File: src/rtl/cr_pkg.sv
// Shared types, limits and the BCD clamp used by the cronometro countdown controller.
// Optional build macro: CR_ALARM_TIMEOUT_EN (see cr_timer_ctrl).
package cr_pkg;

   typedef enum logic [1:0] {
      StIdle,
      StRun,
      StPause,
      StDone
   } cr_state_t;

   localparam logic [7:0] CR_MAX_SEG  = 8'h59;
   localparam logic [7:0] CR_MAX_MIN  = 8'h59;
   localparam logic [7:0] CR_MAX_HORA = 8'h23;

   // Any non-decimal digit or out-of-range value saturates to the field limit.
   function automatic logic [7:0] bcd_clamp(input logic [7:0] val, input logic [7:0] max);
      if ((val[7:4] > 4'd9) || (val[3:0] > 4'd9) || (val > max)) begin
         return max;
      end
      return val;
   endfunction

endpackage

File: src/rtl/cr_bcd_dec.sv
// Combinational two-digit BCD decrement with borrow chaining; wraps 00 to max_wrap.
module cr_bcd_dec (
   input  logic [7:0] value,
   input  logic [7:0] max_wrap,
   input  logic       borrow_in,
   output logic [7:0] value_next,
   output logic       borrow_out
);

   always_comb begin
      value_next = value;
      borrow_out = 1'b0;
      if (borrow_in) begin
         if (value == 8'h00) begin
            value_next = max_wrap;
            borrow_out = 1'b1;
         end else if (value[3:0] == 4'h0) begin
            value_next = {value[7:4] - 4'd1, 4'h9};
         end else begin
            value_next = {value[7:4], value[3:0] - 4'd1};
         end
      end
   end

endmodule

File: src/rtl/cr_timer_ctrl.sv
// Countdown controller: holds hh:mm:ss in BCD, decrements on tick_1hz and strobes the display regs.
// Build macro CR_ALARM_TIMEOUT_EN adds an alarm auto-clear after ALARM_SECS ticks in DONE.
module cr_timer_ctrl
   import cr_pkg::*;
#(
   parameter int unsigned ALARM_SECS = 10
) (
   input  logic       clk,
   input  logic       reset,
   input  logic       tick_1hz,
   input  logic       load,
   input  logic [7:0] set_hora,
   input  logic [7:0] set_min,
   input  logic [7:0] set_seg,
   input  logic       start,
   input  logic       pause,
   input  logic       stop,
   input  logic       alarm_ack,
   output logic [7:0] dato_cr_hora,
   output logic [7:0] dato_cr_min,
   output logic [7:0] dato_cr_seg,
   output logic       en_cr_hora,
   output logic       en_cr_min,
   output logic       en_cr_seg,
   output logic       running,
   output logic       alarm
);

   cr_state_t  state_q, state_d;
   logic [7:0] hora_q, hora_d, min_q, min_d, seg_q, seg_d;
   logic       en_h_q, en_h_d, en_m_q, en_m_d, en_s_q, en_s_d;
   logic       run_q, run_d;
   logic       alarm_q, alarm_d;

   logic [7:0] seg_dec, min_dec, hora_dec;
   logic       seg_borrow, min_borrow, hora_borrow;
   logic       cnt_zero;

`ifdef CR_ALARM_TIMEOUT_EN
   localparam int unsigned AW = $clog2(ALARM_SECS + 1);
   logic [AW-1:0] acnt_q, acnt_d;
`endif

   cr_bcd_dec u_dec_seg (
      .value      (seg_q),
      .max_wrap   (CR_MAX_SEG),
      .borrow_in  (1'b1),
      .value_next (seg_dec),
      .borrow_out (seg_borrow)
   );

   cr_bcd_dec u_dec_min (
      .value      (min_q),
      .max_wrap   (CR_MAX_MIN),
      .borrow_in  (seg_borrow),
      .value_next (min_dec),
      .borrow_out (min_borrow)
   );

   cr_bcd_dec u_dec_hora (
      .value      (hora_q),
      .max_wrap   (CR_MAX_HORA),
      .borrow_in  (min_borrow),
      .value_next (hora_dec),
      .borrow_out (hora_borrow)
   );

   assign cnt_zero = (hora_q == 8'h00) && (min_q == 8'h00) && (seg_q == 8'h00);

   always_comb begin
      state_d = state_q;
      hora_d  = hora_q;
      min_d   = min_q;
      seg_d   = seg_q;
      en_h_d  = 1'b0;
      en_m_d  = 1'b0;
      en_s_d  = 1'b0;
      alarm_d = alarm_q & ~alarm_ack;
`ifdef CR_ALARM_TIMEOUT_EN
      acnt_d  = acnt_q;
`endif

      if (stop) begin
         hora_d  = 8'h00;
         min_d   = 8'h00;
         seg_d   = 8'h00;
         {en_h_d, en_m_d, en_s_d} = 3'b111;
         alarm_d = 1'b0;
         state_d = StIdle;
      end else if (load) begin
         if ((state_q == StIdle) || (state_q == StDone)) begin
            hora_d  = bcd_clamp(set_hora, CR_MAX_HORA);
            min_d   = bcd_clamp(set_min, CR_MAX_MIN);
            seg_d   = bcd_clamp(set_seg, CR_MAX_SEG);
            {en_h_d, en_m_d, en_s_d} = 3'b111;
            alarm_d = 1'b0;
            state_d = StIdle;
         end
      end else if (pause) begin
         if (state_q == StRun) begin
            state_d = StPause;
         end
      end else if (start) begin
         if (((state_q == StIdle) || (state_q == StPause)) && !cnt_zero) begin
            state_d = StRun;
         end
      end else if (tick_1hz) begin
         // A full borrow out of hours means the count was already zero; hold it.
         if ((state_q == StRun) && !hora_borrow) begin
            hora_d = hora_dec;
            min_d  = min_dec;
            seg_d  = seg_dec;
            en_h_d = (hora_dec != hora_q);
            en_m_d = (min_dec != min_q);
            en_s_d = (seg_dec != seg_q);
            if ((hora_dec == 8'h00) && (min_dec == 8'h00) && (seg_dec == 8'h00)) begin
               state_d = StDone;
               alarm_d = 1'b1;
`ifdef CR_ALARM_TIMEOUT_EN
               acnt_d  = '0;
`endif
            end
         end
`ifdef CR_ALARM_TIMEOUT_EN
         else if ((state_q == StDone) && alarm_q) begin
            if (acnt_q == AW'(ALARM_SECS - 1)) begin
               alarm_d = 1'b0;
            end
            acnt_d = acnt_q + AW'(1);
         end
`endif
      end

      run_d = (state_d == StRun);
   end

   always_ff @(posedge clk or negedge reset) begin
      if (!reset) begin
         state_q <= StIdle;
         hora_q  <= 8'h00;
         min_q   <= 8'h00;
         seg_q   <= 8'h00;
         en_h_q  <= 1'b0;
         en_m_q  <= 1'b0;
         en_s_q  <= 1'b0;
         run_q   <= 1'b0;
         alarm_q <= 1'b0;
      end else begin
         state_q <= state_d;
         hora_q  <= hora_d;
         min_q   <= min_d;
         seg_q   <= seg_d;
         en_h_q  <= en_h_d;
         en_m_q  <= en_m_d;
         en_s_q  <= en_s_d;
         run_q   <= run_d;
         alarm_q <= alarm_d;
      end
   end

`ifdef CR_ALARM_TIMEOUT_EN
   always_ff @(posedge clk or negedge reset) begin
      if (!reset) begin
         acnt_q <= '0;
      end else begin
         acnt_q <= acnt_d;
      end
   end
`endif

   assign dato_cr_hora = hora_q;
   assign dato_cr_min  = min_q;
   assign dato_cr_seg  = seg_q;
   assign en_cr_hora   = en_h_q;
   assign en_cr_min    = en_m_q;
   assign en_cr_seg    = en_s_q;
   assign running      = run_q;
   assign alarm        = alarm_q;

endmodule
File: config.mk
export PLATFORM = sky130hd
export DESIGN_NAME = cr_timer_ctrl
export DESIGN_NICKNAME = d
export VERILOG_FILES = /design/src/rtl/cr_pkg.sv /design/src/rtl/cr_bcd_dec.sv /design/src/rtl/cr_timer_ctrl.sv
export SDC_FILE = /design/constraint.sdc
export NUM_CORES = 1
export LEC_CHECK = 0
export ABC_AREA = 1
export CAP_MARGIN = 10
export CORE_ASPECT_RATIO = 0.7
export CORE_MARGIN = 2
export CORE_UTILIZATION = 46
export CTS_BUF_LIST = sky130_fd_sc_hd__clkbuf_4 sky130_fd_sc_hd__clkbuf_8 sky130_fd_sc_hd__clkbuf_16
export DETAILED_ROUTE_END_ITERATION = 16
export PLACE_DENSITY = 0.78
export SKIP_CTS_REPAIR_TIMING = 1
export SLEW_MARGIN = 20
export SYNTH_ARGS = -nofsm -noshare
export SYNTH_HDL_FRONTEND = slang
export SYNTH_SLANG_ARGS = --single-unit
File: constraint.sdc
create_clock -name clk -period 1.7 [get_ports clk]
set_input_delay 0.34 -clock clk [delete_from_list [all_inputs] [get_ports clk]]
set_output_delay 0.34 -clock clk [all_outputs]
set_load 0.01 [all_outputs]
==> results.md <==
- Die area: 6176 um^2
- Max-cap violations: 0
- Layout cells sized above 1: 0.4477
- Clk_lat worst skew: 310 ps
- Actual slew at the worst max-slew pin: 447.1 ps
- Maximum root-to-sink buffer count: 2
- Final WS setup: -593.5 ps
- # rows: 22
- Hold WC Path Type: input port to async pin
- Root buffer cell: clkbuf_8
- GRT overflow: 0
- First-pass GRT wire length: 13.96 mm
- Crit Path Max Fanout: 8
- DR iter-0 viols: 816
- CP max stage delay: 430 ps
- Multi-input logic area: 1999 um^2
- Setup TNS: -10,510 ps
- Initial core utilization: 0.4834
- Mapped Nets: 412
- CTS tree: built
- Die height: 66.36 um
- Clock transition at the registers of the reported paths: 80 ps
- Max VDD drop: 0.5331 mV
- Post-route ant nets: 0
- Routability congestion estimate: 0.9065
- Crit end category: flop
- Pin count of the biggest net entering global routing: 32
- Critical Path RT: 1880 ps
- Setup Skew: 17.83 ps
- WS Path Type: flop to flop
- Syn Inst Count: 369
- I/O Buffers: 60
- Cell mode on critical path: nand2_1
- Nets: 598
- First drt pass iteration count: 9
- Fin crit share: 1.349
- Fin. Hold Viols: 0
- HPWL after detailed placement: 6.735 mm
- Antenna Diode Count: 0
- Lkg Pwr: 2.508 nW
- Asr flop ratio synth: 1.000
- Top_reg_cell synth: dfrtp_1
- Slowest CP cell: dfrtp_1
- Failing checks: negative setup slack
- Distinct cells, synth: 44
- Die W: 93.08 um
- Crit-path cells: nor2_4 > nand2_4 > inv_1 > nand2_4 > nand2_1 > nand2_1 > nor2_1 > nand2_1 > nor2_1 > nand3_2 > o21bai_2 > nand2_1 > nand2_2 > nor2_2
- Num CTS Buffers: 5
- Number of flops mapped to enable cells by yosys: 0
- Io pins: 61
- Finished Cell Area: 4841 um^2
- Status: finished, violations left
- Total Wirelength: 14.06 mm
- Pwr/cell area: 755.5 nW/um^2
- Vias in the first global route: 3,013
- Synthesis Warnings: 0
- H-Tree Depth: 2
- Syn-to-layout area delta: 89.47%
- Routed len/inst: 22.46 um
- Initial antenna violation count: 0
- Num Clock Sinks: 31
- CP arrival: 2470 ps
- Max Freq: 436.0 MHz
- Max-slew headroom: 0.7019
- Core area: 5285 um^2
- Final routed DRC violation total: 0
- All-Layer GR Usage: 0.2937
- Fillers: 198
- Crit path launch type: flop
- Unrepaired setup endpoints after global routing: true
- Seq/Total Area, Yosys: 0.3036
- Mapped Avg Cell Area: 6.924 um^2
- Routed vias/inst: 6.436
- Setup Viol. Count Final: 35
- Final Util: 0.9160
- Total number of vias: 4,029
- #FFs+latches synth: 31
- Synthesized cell area: 2555 um^2
- Placed cell area: 4083 um^2
- Slew Limit Fails: 0
- Storage element area: 780.7 um^2
- Tmin final: 2293 ps
[cell type report]
cell class | instances | area share
Tap cell | 72 | 0.01861
Multi-Input combinational cell | 282 | 0.4130
Inverter | 51 | 0.04368
Timing Repair Buffer | 181 | 0.3386
Clock buffer | 6 | 0.01577
Timing Repair inverter | 3 | 0.009046
Sequential cell | 31 | 0.1613
[worst max-delay path, delay by kind of cell (launching register included)]
| family | cells | cell delay, ps |
|---|---|---|
| AOI/OAI and AO/OA | 1 | 180 |
| buffers and inverters | 1 | 140 |
| DFF | 1 | 430 |
| and+or+nand+nor | 12 | 1420 |
[final timing paths]
check | depth (start not counted) | endpoint | slack (ps) | from
max | 14 | running$_DFF_PN0_ | -590 | dato_cr_seg[1]$_DFFE_PN0P_
max reg2reg | 14 | running$_DFF_PN0_ | -590 | dato_cr_seg[1]$_DFFE_PN0P_
max in group asynchronous | 2 | dato_cr_min[4]$_DFFE_PN0P_ | 900 | reset
min reg2reg | 3 | dato_cr_min[7]$_DFFE_PN0P_ | 650 | dato_cr_min[7]$_DFFE_PN0P_
min | 2 | dato_cr_min[5]$_DFFE_PN0P_ | 450 | reset
min in group clk | 3 | dato_cr_min[7]$_DFFE_PN0P_ | 650 | dato_cr_min[7]$_DFFE_PN0P_
[flip-flops by register name (all words and copies together) (netlist names)]
| name | flops |
|---|---|
| en_cr_min | 1 |
| en_cr_hora | 1 |
| dato_cr_min | 8 |
| alarm | 1 |
| en_cr_seg | 1 |
| dato_cr_seg | 8 |
| dato_cr_hora | 8 |
| state_q | 2 |
| running | 1 |
[through the flow]
step	std cells	total power (W)	worst slack, ps	hold slack (ps)
3_5_place_dp	595	0.002435	-338.5	576.7
6_report	626	0.003657	-593.5	448.3
4_1_cts	601	0.003015	-373.3	472.8
5_1_grt	626	0.003744	-618.8	511.6
2_1_floorplan	369	0.001695	-145.3	44.41
3_3_place_gp	595	0.002394	-197.4	545.9
[where the power goes]
group          switching (W)  total (W)  internal [W]  leakage (nW)
registers          0.0000590   0.000862      0.000803         0.401
logic                0.00120    0.00218      0.000983          2.07
clock network       0.000322   0.000611      0.000290        0.0406
total                0.00158    0.00366       0.00208          2.51
[per-layer routing]
layer  GRT usage  routed length (um)
met1      0.4222                4869
met2      0.4601                5952
met3     0.05359                2084
met4     0.06434                1153
met5           0                   0
[cell families after synthesis]
group	Yosys count	synth area share
AND/OR/NAND/NOR	205	0.3820
AO/OA/AOI/OAI	61	0.1523
buffers and inverters	57	0.09451
flip-flops	31	0.3036
adder cells (fa/ha/maj)	11	0.05387
XOR/XNOR	4	0.01371
[cell usage in the layout (no fill, tap or decap), types with 17 or more instances in the layout]
cell type,synthesis,routed
buf_4,2,109
nand2_1,103,79
clkdlybuf4s50_1,0,47
inv_1,48,35
dfrtp_1,31,27
nor2_1,36,26
nand3_1,30,21
nand2_2,4,20
o21ai_0,25,17
[synth_stat cells (4+ instances only)]
cell	n	area, um^2
nand2_1	103	386.6
inv_1	48	180.2
nor2_1	36	135.1
dfrtp_1	31	775.7
nand3_1	30	150.1
o21ai_0	25	125.1
ha_1	11	137.6
a21oi_1	7	35.03
nor3_1	7	35.03
nand4_1	6	37.54
o221ai_1	6	52.55
nand2_2	4	25.02
nand2_4	4	45.04
nor2_2	4	25.02
No activity file was read; power rests on OpenSTA's default activity.
